**src/rtl/rocket_pkg.sv**
```systemverilog
// Shared types and constants for the rocket movement controller.
package rocket_pkg;

    localparam int COORD_W         = 32'sd11;
    localparam int DEF_SPEED       = 32'sd4;
    localparam int DEF_ROCKET_SIZE = 32'sd8;
    localparam int TIMER_W         = 32'sd8;

    typedef enum logic [1:0] {
        DIR_UP    = 2'd0,
        DIR_RIGHT = 2'd1,
        DIR_DOWN  = 2'd2,
        DIR_LEFT  = 2'd3
    } dir_t;

    typedef enum logic [1:0] {
        ST_IDLE     = 2'd0,
        ST_FLYING   = 2'd1,
        ST_EXPLODE  = 2'd2,
        ST_COOLDOWN = 2'd3
    } rocket_state_t;

    // True when a rocket top-left corner keeps the whole bracket on screen.
    // x_max/y_max are the largest legal top-left coordinates.
    function automatic logic in_bounds(input logic signed [11:0] x,
                                       input logic signed [11:0] y,
                                       input logic signed [11:0] x_max,
                                       input logic signed [11:0] y_max);
        return (x >= 12'sd0) && (y >= 12'sd0) && (x <= x_max) && (y <= y_max);
    endfunction

endpackage

```
**src/rtl/rocket_move_ctrl_frame_timer.sv**
```systemverilog
// Loadable per-frame down-counter; shared by the explosion and cooldown phases.
// done is high whenever the count has reached zero.
module rocket_frame_timer
    import rocket_pkg::*;
#(
    parameter int W = TIMER_W
) (
    input  logic         clk,
    input  logic         resetN,
    input  logic         load,
    input  logic [W-1:0] load_value,
    input  logic         tick,
    output logic         done
);

    logic [W-1:0] count_r;

    // Load has priority; otherwise count down once per frame tick, saturating at zero.
    always_ff @(posedge clk or negedge resetN) begin
        if (!resetN) begin
            count_r <= {W{1'b0}};
        end else if (load) begin
            count_r <= load_value;
        end else if (tick && (count_r != {W{1'b0}})) begin
            count_r <= count_r - {{(W-1){1'b0}}, 1'b1};
        end else begin
            count_r <= count_r;
        end
    end

    assign done = (count_r == {W{1'b0}});

endmodule

```
**src/rtl/rocket_move_ctrl.sv**
```systemverilog
// Rocket (projectile) position controller for Battle City.
// Spawns the rocket at the tank muzzle on a frame boundary after a fire
// request, advances it SPEED px per frame, and ends the flight on a hit or
// at the screen edge, followed by a re-fire cooldown.
// Build option: define ROCKET_EXPLODE_EN to insert an explosion phase
// (explodeActive) between a hit and the cooldown.
module rocket_move_ctrl
    import rocket_pkg::*;
#(
    parameter int SPEED           = DEF_SPEED,
    parameter int ROCKET_SIZE     = DEF_ROCKET_SIZE,
    parameter int TANK_SIZE       = 32'sd32,
    parameter int SCREEN_W        = 32'sd640,
    parameter int SCREEN_H        = 32'sd480,
    parameter int COOLDOWN_FRAMES = 32'sd16
`ifdef ROCKET_EXPLODE_EN
    ,
    parameter int EXPLODE_FRAMES  = 32'sd8
`endif
) (
    input  logic               clk,
    input  logic               resetN,
    input  logic               startOfFrame,
    input  logic               fireReq,
    input  logic [COORD_W-1:0] tankTopLeftX,
    input  logic [COORD_W-1:0] tankTopLeftY,
    input  logic [1:0]         tankDir,
    input  logic               collision,
    output logic [COORD_W-1:0] topLeftX,
    output logic [COORD_W-1:0] topLeftY,
    output logic               rocketActive,
    output logic               explodeActive
);

    // Geometry in signed 12-bit so spawn/move results below zero are visible.
    localparam logic signed [11:0] SPD_S   = 12'(SPEED);
    localparam logic signed [11:0] RS_S    = 12'(ROCKET_SIZE);
    localparam logic signed [11:0] TS_S    = 12'(TANK_SIZE);
    localparam logic signed [11:0] CO_S    = 12'((TANK_SIZE - ROCKET_SIZE) / 2);
    localparam logic signed [11:0] X_MAX_S = 12'(SCREEN_W - ROCKET_SIZE);
    localparam logic signed [11:0] Y_MAX_S = 12'(SCREEN_H - ROCKET_SIZE);
    localparam logic [TIMER_W-1:0] COOL_LOAD = TIMER_W'(COOLDOWN_FRAMES - 1);
`ifdef ROCKET_EXPLODE_EN
    localparam logic [TIMER_W-1:0] BOOM_LOAD = TIMER_W'(EXPLODE_FRAMES - 1);
`endif

    rocket_state_t      state_r, state_nxt;
    dir_t               dir_r, dir_nxt;
    logic [COORD_W-1:0] pos_x_r, pos_x_nxt;
    logic [COORD_W-1:0] pos_y_r, pos_y_nxt;
    logic               fire_pend_r, fire_pend_nxt;
    logic               hit_r, hit_nxt;
    logic               active_r;

    logic signed [11:0] tank_x_s, tank_y_s, cur_x_s, cur_y_s;
    logic signed [11:0] spawn_x_s, spawn_y_s, move_x_s, move_y_s;
    logic               spawn_ok_s, move_ok_s, hit_now_s;
    logic               tmr_load_s, tmr_tick_s, tmr_done_s;
    logic [TIMER_W-1:0] tmr_val_s;

    rocket_frame_timer #(.W(TIMER_W)) u_timer (
        .clk        (clk),
        .resetN     (resetN),
        .load       (tmr_load_s),
        .load_value (tmr_val_s),
        .tick       (tmr_tick_s),
        .done       (tmr_done_s)
    );

    // Candidate muzzle spawn point and next in-flight position, with bound checks.
    always_comb begin
        tank_x_s = $signed({1'b0, tankTopLeftX});
        tank_y_s = $signed({1'b0, tankTopLeftY});
        cur_x_s  = $signed({1'b0, pos_x_r});
        cur_y_s  = $signed({1'b0, pos_y_r});
        case (dir_t'(tankDir))
            DIR_UP:    begin spawn_x_s = tank_x_s + CO_S; spawn_y_s = tank_y_s - RS_S; end
            DIR_RIGHT: begin spawn_x_s = tank_x_s + TS_S; spawn_y_s = tank_y_s + CO_S; end
            DIR_DOWN:  begin spawn_x_s = tank_x_s + CO_S; spawn_y_s = tank_y_s + TS_S; end
            DIR_LEFT:  begin spawn_x_s = tank_x_s - RS_S; spawn_y_s = tank_y_s + CO_S; end
            default:   begin spawn_x_s = tank_x_s;        spawn_y_s = tank_y_s;        end
        endcase
        case (dir_r)
            DIR_UP:    begin move_x_s = cur_x_s;         move_y_s = cur_y_s - SPD_S; end
            DIR_RIGHT: begin move_x_s = cur_x_s + SPD_S; move_y_s = cur_y_s;         end
            DIR_DOWN:  begin move_x_s = cur_x_s;         move_y_s = cur_y_s + SPD_S; end
            DIR_LEFT:  begin move_x_s = cur_x_s - SPD_S; move_y_s = cur_y_s;         end
            default:   begin move_x_s = cur_x_s;         move_y_s = cur_y_s;         end
        endcase
        spawn_ok_s = in_bounds(spawn_x_s, spawn_y_s, X_MAX_S, Y_MAX_S);
        move_ok_s  = in_bounds(move_x_s, move_y_s, X_MAX_S, Y_MAX_S);
        hit_now_s  = hit_r | collision;
    end

    // Next-state logic; all decisions are taken on frame boundaries only.
    always_comb begin
        state_nxt     = state_r;
        dir_nxt       = dir_r;
        pos_x_nxt     = pos_x_r;
        pos_y_nxt     = pos_y_r;
        fire_pend_nxt = fire_pend_r;
        hit_nxt       = hit_r;
        tmr_load_s    = 1'b0;
        tmr_val_s     = {TIMER_W{1'b0}};
        tmr_tick_s    = 1'b0;
        case (state_r)
            ST_IDLE: begin
                hit_nxt = 1'b0;
                if (fireReq) begin
                    fire_pend_nxt = 1'b1;
                end else begin
                    fire_pend_nxt = fire_pend_r;
                end
                if (startOfFrame && fire_pend_r) begin
                    fire_pend_nxt = 1'b0;
                    dir_nxt       = dir_t'(tankDir);
                    if (spawn_ok_s) begin
                        pos_x_nxt = spawn_x_s[COORD_W-1:0];
                        pos_y_nxt = spawn_y_s[COORD_W-1:0];
                        state_nxt = ST_FLYING;
                    end else begin
                        state_nxt  = ST_COOLDOWN;
                        tmr_load_s = 1'b1;
                        tmr_val_s  = COOL_LOAD;
                    end
                end else begin
                    state_nxt = ST_IDLE;
                end
            end
            ST_FLYING: begin
                fire_pend_nxt = 1'b0;
                if (collision) begin
                    hit_nxt = 1'b1;
                end else begin
                    hit_nxt = hit_r;
                end
                if (startOfFrame) begin
                    if (hit_now_s) begin
                        hit_nxt    = 1'b0;
                        tmr_load_s = 1'b1;
`ifdef ROCKET_EXPLODE_EN
                        state_nxt  = ST_EXPLODE;
                        tmr_val_s  = BOOM_LOAD;
`else
                        state_nxt  = ST_COOLDOWN;
                        tmr_val_s  = COOL_LOAD;
`endif
                    end else if (move_ok_s) begin
                        pos_x_nxt = move_x_s[COORD_W-1:0];
                        pos_y_nxt = move_y_s[COORD_W-1:0];
                    end else begin
                        hit_nxt    = 1'b0;
                        state_nxt  = ST_COOLDOWN;
                        tmr_load_s = 1'b1;
                        tmr_val_s  = COOL_LOAD;
                    end
                end else begin
                    state_nxt = ST_FLYING;
                end
            end
`ifdef ROCKET_EXPLODE_EN
            ST_EXPLODE: begin
                fire_pend_nxt = 1'b0;
                hit_nxt       = 1'b0;
                tmr_tick_s    = startOfFrame;
                if (startOfFrame && tmr_done_s) begin
                    state_nxt  = ST_COOLDOWN;
                    tmr_load_s = 1'b1;
                    tmr_val_s  = COOL_LOAD;
                end else begin
                    state_nxt = ST_EXPLODE;
                end
            end
`endif
            ST_COOLDOWN: begin
                fire_pend_nxt = 1'b0;
                hit_nxt       = 1'b0;
                tmr_tick_s    = startOfFrame;
                if (startOfFrame && tmr_done_s) begin
                    state_nxt = ST_IDLE;
                end else begin
                    state_nxt = ST_COOLDOWN;
                end
            end
            default: begin
                state_nxt     = ST_IDLE;
                fire_pend_nxt = 1'b0;
                hit_nxt       = 1'b0;
            end
        endcase
    end

    // State, position and status flags; status registered alongside the state.
    always_ff @(posedge clk or negedge resetN) begin
        if (!resetN) begin
            state_r     <= ST_IDLE;
            dir_r       <= DIR_UP;
            pos_x_r     <= {COORD_W{1'b0}};
            pos_y_r     <= {COORD_W{1'b0}};
            fire_pend_r <= 1'b0;
            hit_r       <= 1'b0;
            active_r    <= 1'b0;
        end else begin
            state_r     <= state_nxt;
            dir_r       <= dir_nxt;
            pos_x_r     <= pos_x_nxt;
            pos_y_r     <= pos_y_nxt;
            fire_pend_r <= fire_pend_nxt;
            hit_r       <= hit_nxt;
            active_r    <= (state_nxt == ST_FLYING);
        end
    end

`ifdef ROCKET_EXPLODE_EN
    logic explode_r;

    // Explosion flag registered alongside the state.
    always_ff @(posedge clk or negedge resetN) begin
        if (!resetN) begin
            explode_r <= 1'b0;
        end else begin
            explode_r <= (state_nxt == ST_EXPLODE);
        end
    end

    assign explodeActive = explode_r;
`else
    assign explodeActive = 1'b0;
`endif

    assign topLeftX     = pos_x_r;
    assign topLeftY     = pos_y_r;
    assign rocketActive = active_r;

endmodule

```
**config.mk**
```make
export PLATFORM = sky130hd
export DESIGN_NAME = rocket_move_ctrl
export DESIGN_NICKNAME = d
export VERILOG_FILES = /design/src/rtl/rocket_pkg.sv /design/src/rtl/rocket_move_ctrl_frame_timer.sv /design/src/rtl/rocket_move_ctrl.sv
export SDC_FILE = /design/constraint.sdc
export NUM_CORES = 1
export LEC_CHECK = 0
export ABC_AREA = 1
export CORE_AREA = 10 10 94 96
export DETAILED_ROUTE_END_ITERATION = 10
export DIE_AREA = 0 0 104 106
export PLACE_DENSITY = 0.84
export SYNTH_ARGS = -nofsm -noshare
export SYNTH_HDL_FRONTEND = slang
export SYNTH_HIERARCHICAL = 1
export SYNTH_SLANG_ARGS = --single-unit
```
**constraint.sdc**
```tcl
create_clock -name clk -period 4.9 [get_ports clk]
set_input_delay 1.225 -clock clk [delete_from_list [all_inputs] [get_ports clk]]
set_output_delay 1.225 -clock clk [all_outputs]
set_load 0.01 [all_outputs]
```
==> qor.csv <==
metric,value,unit
final_nets,817,
wirelength,11800,um
p_leak,2.61,nW
post_dp_cell_area,4820,um^2
nFillCells,674,
grt_use_met1,0.264,
fin_cells,864,
busiest_layer,met2,
yosysSeqAreaShare,0.217,
area_growth_syn_to_layout,15.9,%
synth_area_leader_cell,dfrtp_1,
grt_usage,0.210,
period_needed,3860,ps
wl_per_cell,13.6,um
max_freq,259,MHz
synth.most_common_cell,nand2_1,
antenna_found_initial,0,
synth_seq_cells,37,
cts-resized-gates,0,
syn_area_per_cell,5.97,um^2
cts_tree,built,
grtUsageMet2,0.367,
cts_hold_buffers,0,
rsz0062_at_grt,no,
synth_xor_xnor_area_share,0.0206,
num_vias,4759,
critPathLaunchType,input port,
die-area,11000,um^2
ctsRootBufferMaster,clkbuf_8,
max_slew_margin,0.454,
yosys.area_share.adder,0.0723,
synth_edf_count,0,
muxShareOfSynthArea,0.00470,
cp.arrival,4060,ps
netlist_top_cells_area,"dfrtp_1 (22%), nand2_1 (21%), nand3_1 (11%)",
die_h,106,um
worst_slack,1040,ps
hold_violations,0,
maxSlewViolCount,0,
path_class,input port to flop,
min_period_over_period,0.788,
dp_slack,779,ps
htree_levels,2,
yosys.cell_types.count,46,
start_util,0.603,
final_area,4940,um^2
synth_ff_type,dfrtp_1,
ant_nets,0,
dp.cells,856,
use_met3,0.0320,
peakVddDrop,0.000326,V
io_buffer_count,51,
fp.dieW,104,um
synth-simple-area-share,0.449,
finClkSkew,8.05,ps
cp_max_fo,16,
status,completed,
grt_pass1_wl,20000,um
antenna_cells,0,
synth_top_family_by_area,simple AND/OR/NAND/NOR gates,
drv_cap,0,
gp_congestion,0.939,
worst_pin_slew,819,ps
powerDensity,622,nW/um^2
drcViolationCount,0,
clk_transition_reported_paths,80,ps
crit_required,5100,ps
drive_above_1_share,0.0654,
post_cts_buffers,0,
cts_inserted_buffers,5,
ys_warn_count,6,
design.core.area,7060,um^2
clock-sinks,37,
clock_path_buffers,2,
vias_per_cell,5.51,
clock_latency,300,ps
first_pass_iters,7,
synth_top_cells_by_count,"nand2_1 (243), nand3_1 (92), inv_1 (85)",
netlist.area_leader.share,0.217,
grt_max_degree,38,
drtIter0Drc,289,
crit_path_end_kind,flop,
final-setup-viol-count,0,
synth_async_sr_flop_share,1.00,
final_util,0.699,
synth_compound_area_frac,0.124,
rows,31,
tns,0,ps
worst_hold_path_type,flop to flop,
netlist_area,4260,um^2
first_global_vias,4305,
dp_hpwl,9510,um
io_pins,53,
grt_remaining_overflow,0,
post_synth_inst_count,714,
## metal layers
metal  up-vias  share of wire  routed length, um
met5         -              0                  0
met4         0          0.014                170
met3        18          0.063                744
met2       166           0.49               5730
met1      2173           0.44               5130
li1       2402              -                  -
## power breakdown
part / leakage [nW] / switching, mW / internal, mW
Clock: 0.0543 / 0.119 / 0.152
Combinational: 2.08 / 1.38 / 0.804
Sequential: 0.469 / 0.170 / 0.445
## worst paths after layout
check,endpoint,depth (start not counted),start,slack (ps)
worst max-delay path,topLeftY[9]$_DFFE_PN0P_,17,tankDir[0],1040
min in group asynchronous,topLeftX[3]$_DFFE_PN0P_,1,resetN,1020
max in group asynchronous,state_r[1]$_DFF_PN0_,1,resetN,3360
worst max register to register,u_timer/count_r[0]$_DFFE_PN0P_,17,dir_r[1]$_DFFE_PN0P_,1410
worst min-delay path,fire_pend_r$_DFFE_PN0P_,1,fire_pend_r$_DFFE_PN0P_,470
worst min register to register,fire_pend_r$_DFFE_PN0P_,1,fire_pend_r$_DFFE_PN0P_,470
## through the flow
stage	hold WS (ps)	total power [mW]
3_3_place_gp	459	2.73
4_1_cts	476	3.07
5_1_grt	519	3.41
3_5_place_dp	466	2.78
2_1_floorplan	437	2.21
6_report	473	3.07
## critical path, stage by stage
cell             delay [ps]
clkdlybuf4s50_1         830
inv_4                   290
nand2_1                 140
o211ai_1                300
nor2_1                   90
nand2_1                  70
nand2_1                  40
nand2_1                  60
nor2_1                   30
nor2_1                  110
nand2_1                  80
nand2_1                  70
nand2_2                 100
nor2_8                  230
nand2_4                 180
inv_1                   130
nor2_1                   50
## state kept, by name, summed over array words and instances, names as in the netlist
register,count
dir_r,2
fire_pend_r,1
hit_r,1
rocketActive,1
state_r,2
topLeftX,11
topLeftY,11
u_timer/count_r,8
## layout make-up
| cell class | instances | area (um^2) | area share |
|---|---|---|---|
| Clock buffer | 5 | 68.8 | 0.0139 |
| Inverter | 95 | 360 | 0.0730 |
| Tap cell | 99 | 124 | 0.0251 |
| Multi-Input combinational cell | 570 | 2880 | 0.583 |
| Clock inverter | 3 | 46.3 | 0.00938 |
| Timing Repair Buffer | 55 | 536 | 0.108 |
| Sequential cell | 37 | 926 | 0.188 |
## cells by family (layout without fill, tap and decap cells)
logic type | Yosys count | after routing
xor gates and xnor gates | 10 | 10
other | 1 | 5
AOI/OAI and AO/OA | 92 | 92
muxes | 2 | 2
adders and majority gates | 24 | 24
and+or+nand+nor | 437 | 437
buffers and inverters | 111 | 158
DFF | 37 | 37
## placed cells by master, fill, tap and decap left out, types with 9 or more instances in the layout
master / Yosys / layout
dfrtp_1: 37 / 37
a21oi_1: 21 / 21
nand4_1: 9 / 9
nand3_1: 92 / 92
inv_1: 85 / 85
clkdlybuf4s50_1: 0 / 50
ha_1: 23 / 23
o21ai_0: 41 / 41
nor2_1: 60 / 60
nand2_1: 243 / 243
Power figures use the tool's default switching activity.
